<file path="config.mk">
export PLATFORM = sky130hd
export DESIGN_NAME = stall_fifo
export DESIGN_NICKNAME = d
export VERILOG_FILES = /design/src/rtl/stall_fifo_pkg.sv /design/src/rtl/stall_fifo_mem.sv /design/src/rtl/stall_fifo.sv
export SDC_FILE = /design/constraint.sdc
export NUM_CORES = 1
export LEC_CHECK = 0
export ABC_AREA = 1
export BUFFER_PORTS_ARGS = -buffer_cell sky130_fd_sc_hd__buf_2
export CORE_MARGIN = 2
export CORE_UTILIZATION = 45
export DETAILED_ROUTE_END_ITERATION = 16
export PLACE_DENSITY = 0.71
export SYNTH_ARGS = -nofsm -noshare
export SYNTH_HDL_FRONTEND = slang
export SYNTH_SLANG_ARGS = --single-unit
</file>
<file path="constraint.sdc">
create_clock -name clk -period 9.5 [get_ports clk]
set_input_delay 1.425 -clock clk [delete_from_list [all_inputs] [get_ports clk]]
set_output_delay 1.425 -clock clk [all_outputs]
set_load 0.005 [all_outputs]
</file>
<file path="src/rtl/stall_fifo_pkg.sv">
// Shared defaults and derived-width helper for the stall buffer.
// Parameter values and width helpers used by the stall_fifo block and its storage.
package stall_fifo_pkg;

    localparam int DEFAULT_DATA_W = 32;
    localparam int DEFAULT_DEPTH  = 8;

    // Occupancy must be able to represent 0..depth inclusive.
    function automatic int cnt_width(input int depth);
        return $clog2(depth + 1);
    endfunction

    function automatic int ptr_width(input int depth);
        return $clog2(depth);
    endfunction

endpackage

</file>
<file path="src/rtl/stall_fifo_mem.sv">
// Storage array for stall_fifo: one synchronous write port, one asynchronous read port, no reset.
module stall_fifo_mem
    import stall_fifo_pkg::*;
#(
    parameter int DATA_W = DEFAULT_DATA_W,
    parameter int DEPTH  = DEFAULT_DEPTH,
    parameter int PTR_W  = ptr_width(DEPTH)
) (
    input  logic              clk,
    input  logic              wr_en,
    input  logic [PTR_W-1:0]  wr_addr,
    input  logic [DATA_W-1:0] wr_data,
    input  logic [PTR_W-1:0]  rd_addr,
    output logic [DATA_W-1:0] rd_data
);

    logic [DATA_W-1:0] mem [DEPTH];

    always_ff @(posedge clk) begin
        if (wr_en) begin
            mem[wr_addr] <= wr_data;
        end
    end

    // Read is combinational so a same-edge write at a full buffer still returns the old entry.
    assign rd_data = mem[rd_addr];

endmodule

</file>
<file path="src/rtl/stall_fifo.sv">
// Circular stall buffer: captures stage outputs while stalled, drains them in order afterwards.
// in_valid qualifies in_data every cycle (no ready); upstream throttles via full/almost_full.
module stall_fifo
    import stall_fifo_pkg::*;
#(
    parameter int DATA_W       = DEFAULT_DATA_W,
    parameter int DEPTH        = DEFAULT_DEPTH,
    parameter int AFULL_THRESH = DEPTH - 1,
    parameter int CNT_W        = cnt_width(DEPTH)
) (
    input  logic              clk,
    input  logic              reset_n,
    input  logic [DATA_W-1:0] in_data,
    input  logic              in_valid,
    input  logic              stall,
    input  logic              flush,
    output logic [DATA_W-1:0] out_data,
    output logic              out_valid,
    output logic              full,
    output logic              almost_full,
    output logic [CNT_W-1:0]  count,
    output logic              overflow
);

    localparam int PTR_W = ptr_width(DEPTH);

    logic [PTR_W-1:0]  wr_ptr;
    logic [PTR_W-1:0]  rd_ptr;
    logic [CNT_W-1:0]  count_r;
    logic [DATA_W-1:0] rd_data;
    logic              is_full;
    logic              is_empty;
    logic              do_read;
    logic              do_write;
    logic              drop;

    assign is_full  = (count_r == CNT_W'(DEPTH));
    assign is_empty = (count_r == '0);

    // Flush beats everything; while draining an input is always stored behind older entries.
    assign do_read  = !flush && !stall && !is_empty;
    assign do_write = !flush && in_valid && (stall ? !is_full : !is_empty);
    assign drop     = !flush && stall && in_valid && is_full;

    stall_fifo_mem #(
        .DATA_W (DATA_W),
        .DEPTH  (DEPTH),
        .PTR_W  (PTR_W)
    ) u_mem (
        .clk     (clk),
        .wr_en   (do_write),
        .wr_addr (wr_ptr),
        .wr_data (in_data),
        .rd_addr (rd_ptr),
        .rd_data (rd_data)
    );

    always_ff @(posedge clk or negedge reset_n) begin
        if (!reset_n) begin
            wr_ptr   <= '0;
            rd_ptr   <= '0;
            count_r  <= '0;
            overflow <= 1'b0;
        end else if (flush) begin
            wr_ptr   <= '0;
            rd_ptr   <= '0;
            count_r  <= '0;
            overflow <= 1'b0;
        end else begin
            if (do_write) begin
                wr_ptr <= wr_ptr + PTR_W'(1);
            end
            if (do_read) begin
                rd_ptr <= rd_ptr + PTR_W'(1);
            end
            if (do_write && !do_read) begin
                count_r <= count_r + CNT_W'(1);
            end else if (do_read && !do_write) begin
                count_r <= count_r - CNT_W'(1);
            end
            if (drop) begin
                overflow <= 1'b1;
            end
        end
    end

    always_ff @(posedge clk or negedge reset_n) begin
        if (!reset_n) begin
            out_data  <= '0;
            out_valid <= 1'b0;
        end else if (flush || stall) begin
            out_valid <= 1'b0;
        end else if (!is_empty) begin
            out_data  <= rd_data;
            out_valid <= 1'b1;
        end else begin
            out_data  <= in_data;
            out_valid <= in_valid;
        end
    end

    // Status is decoded from the count register alone, so it never depends on this cycle's inputs.
    assign count       = count_r;
    assign full        = is_full;
    assign almost_full = (count_r >= CNT_W'(AFULL_THRESH));

endmodule

</file>
==> results.yml <==
outcome:
  status: "finished clean"
synth:
  synthDistinctLibCells: 30
  yosys_warnings: 0
  netlist.area_leader.share_pct: 63.5
  ys_seq_area_share_pct: 72.6
  synthCells: 978
  synth_fp_nets: 1020
  synth_area_um2: 12100
  synth_top_area_cell: "edfxtp_1"
  ys_seq_elements: 300
  avgSynthCellArea_um2: 12.4
  synthTopCellsByArea: "edfxtp_1, dfrtp_1, nor2_1"
global_route:
  grt_pass1_wl_um: 42200
  grt-busiest-layer: "met2"
  use_met3_pct: 2.68
  first_global_vias: 7632
  grt_antenna_before_repair: 1
  grt_max_degree: 83
  grtUsageMet1_pct: 26.0
  use_met2_pct: 31.9
  overflow: 0
  grtUsageTotal_pct: 19.1
detailed_routing:
  drtIter0Drc: 922
  num_vias: 7767
  drt-wirelength-per-cell_um: 19.2
  first_pass_iters: 5
  wirelength_um: 26800
  drtAntennaViolNets: 0
  drcViolationCount: 0
  vias_per_cell: 5.55
final_layout:
  synthToLayoutAreaGrowth_pct: 13.9
  nNetsFinal: 1075
  drive_gt1_share_pct: 15.1
timing:
  slew_violations: 0
  timing.final.crit_share_pct: 39.7
  rsz0062_at_grt: "no"
  timing.hold.ws_ns: 0.515
  timing.slew.headroom_pct: 20.6
  fin_skew_ns: 0.0129
  clock.fmax_ghz: 0.265
  fin_tns_setup_ns: 0
  setup_violations: 0
  fin_crit_ns: 3.77
  finalHoldViolations: 0
  worstMarginPinSlew_ns: 1.19
  worst_slack_ns: 5.73
pwr:
  peakVddDrop_uv: 160
  leakagePower_nw: 4.87
  power_density_nw_per_um2: 264
  power_w: 0.00364
worst_setup_path:
  endpoint_kind: "flop"
  crit_path_top_delay_cell: "nor2_4"
  r2r_cells: 8
  crit_chain: "buf_2 -> nand3b_1 -> nand3_2 -> nand2_2 -> nand3_1 -> nor2_4"
  crit_path_start_kind: "input port"
  path_class: "input port to flop"
  crit_required_ns: 9.66
  r2r_start: "rd_ptr[0]"
  max_stage_delay_ns: 1.02
  arrival_ns: 3.93
  worstReg2RegEnd: "out_data[30]"
  cp_max_fo: 33
  regToRegSetupSlack_ns: 6.50
floorplanning:
  die_area_um2: 28200
  die_w_um: 168
  start_util_pct: 45.4
  core_um2: 26700
  io-pin-count: 77
  rows: 60
  die_height_um: 168
placement:
  io_buffers: 76
  gp_congestion: 0.760
  dp_slack_ns: 5.16
  hpwl_um: 14200
cts:
  cts_buffers: 30
  htree_levels: 1
  clock-root-buffer: "clkbuf_16"
  cts_buffer_depth: 3
  cts_sinks: 300
  clk_latency_ns: 0.55
  cts_setup_buffers: 0
  post_cts_resized: 0
  hold_buffers: 0
  cts_tree: "done"
  clkTransAtPathRegs_ns: 0.06
hold_path:
  hp-start: "out_data[12]"
  holdCritPathClass: "flop to flop"
  hold_depth: 2
  hold_end: "out_data[12]"
run:
  drv_cap: 0
[cells in the mapped netlist, drive strengths merged]
cell type and instances:
a21oi 4, xor2 1, o211ai 59, nand2 44
inv 18, o21ai 161, o21a 1, nor3 4
nand4 1, clkinv 1, xnor2 2, dfrtp 44
clkbuf 28, nand3b 1, nor2 205, o22ai 1
buf 35, nand3 107, fa 1, ha 4
edfxtp 256
[cells by family (layout without fill, tap and decap cells)]
kind of cell | Yosys count | count (layout) | share of synthesized area [%]
AND/OR/NAND/NOR | 362 | 362 | 12.6
flip-flops | 300 | 300 | 72.6
AO/OA/AOI/OAI | 226 | 226 | 10.6
buffers and inverters | 82 | 161 | 3.36
adder cells (fa/ha/maj) | 5 | 5 | 0.579
XOR/XNOR | 3 | 3 | 0.217
other | 0 | 1 | 0
[how the worst max path moves through the flow]
stage / from / endpoint / slack [ns] / cells past startpoint
after detailed placement: stall / u_mem.mem[4][22] / 5.16 / 6
after CTS: stall / u_mem.mem[4][29] / 5.74 / 6
after global routing: stall / u_mem.mem[4][26] / 5.59 / 6
final: stall / u_mem.mem[4][19] / 5.73 / 6
after global placement: stall / u_mem.mem[4][24] / 5.25 / 6
after floorplan: in_valid / u_mem.mem[7][0] / 5.12 / 4
[layer usage]
layer / wire [um] / part of all wire, %
met4: 749 / 2.8
met1: 11400 / 43
met5: 0 / 0
met3: 1690 / 6.3
met2: 12900 / 48
[power by group]
part           internal (W)  leakage (nW)  switching (W)  total (W)
sequential          0.00156          2.86       0.000105    0.00166
combinational      0.000245          1.49       0.000484   0.000729
clock              0.000765         0.524       0.000487    0.00125
total               0.00257          4.87        0.00108    0.00364
[placed cells by master, fill, tap and decap left out, drive strengths merged, types with 10 or more instances in the layout]
cell type / n
nor2: 205
nand2: 44
clkbuf: 40
dfrtp: 44
nand3: 107
clkinv: 10
o21ai: 161
o211ai: 59
inv: 18
buf: 86
edfxtp: 256
[per-stage QoR]
| stage | utilization (%) | instance area (um^2) | std cells |
|---|---|---|---|
| 2_1_floorplan | - | 12100 | 978 |
| 3_3_place_gp | 47.7 | 12700 | 1342 |
| 3_5_place_dp | 47.7 | 12700 | 1342 |
| 4_1_cts | 51.7 | 13800 | 1398 |
| 5_1_grt | 51.7 | 13800 | 1399 |
| 6_report | 51.7 | 13800 | 1399 |
[registers in the layout, summed over array words and instances, names as in the netlist]
name and count:
wr_ptr 3, out_data 32, u_mem.mem 256, overflow 1
out_valid 1, rd_ptr 3, count 4
[area by class of cell]
class                           count  area [um^2]
Fill cell                        2210        12900
Multi-Input combinational cell    596         2960
Timing Repair Buffer               86          455
Inverter                           19         72.6
Antenna cell                        1         2.50
Clock buffer                       40          850
Tap cell                          341          427
Clock inverter                     16          224
Sequential cell                   300         8790
[critical path, delay by kind of cell]
family	cells	cell delay (ns)
and+or+nand+nor	5	1.92
buffers and inverters	1	0.56
Note: power is estimated with default switching activity, not from simulation.
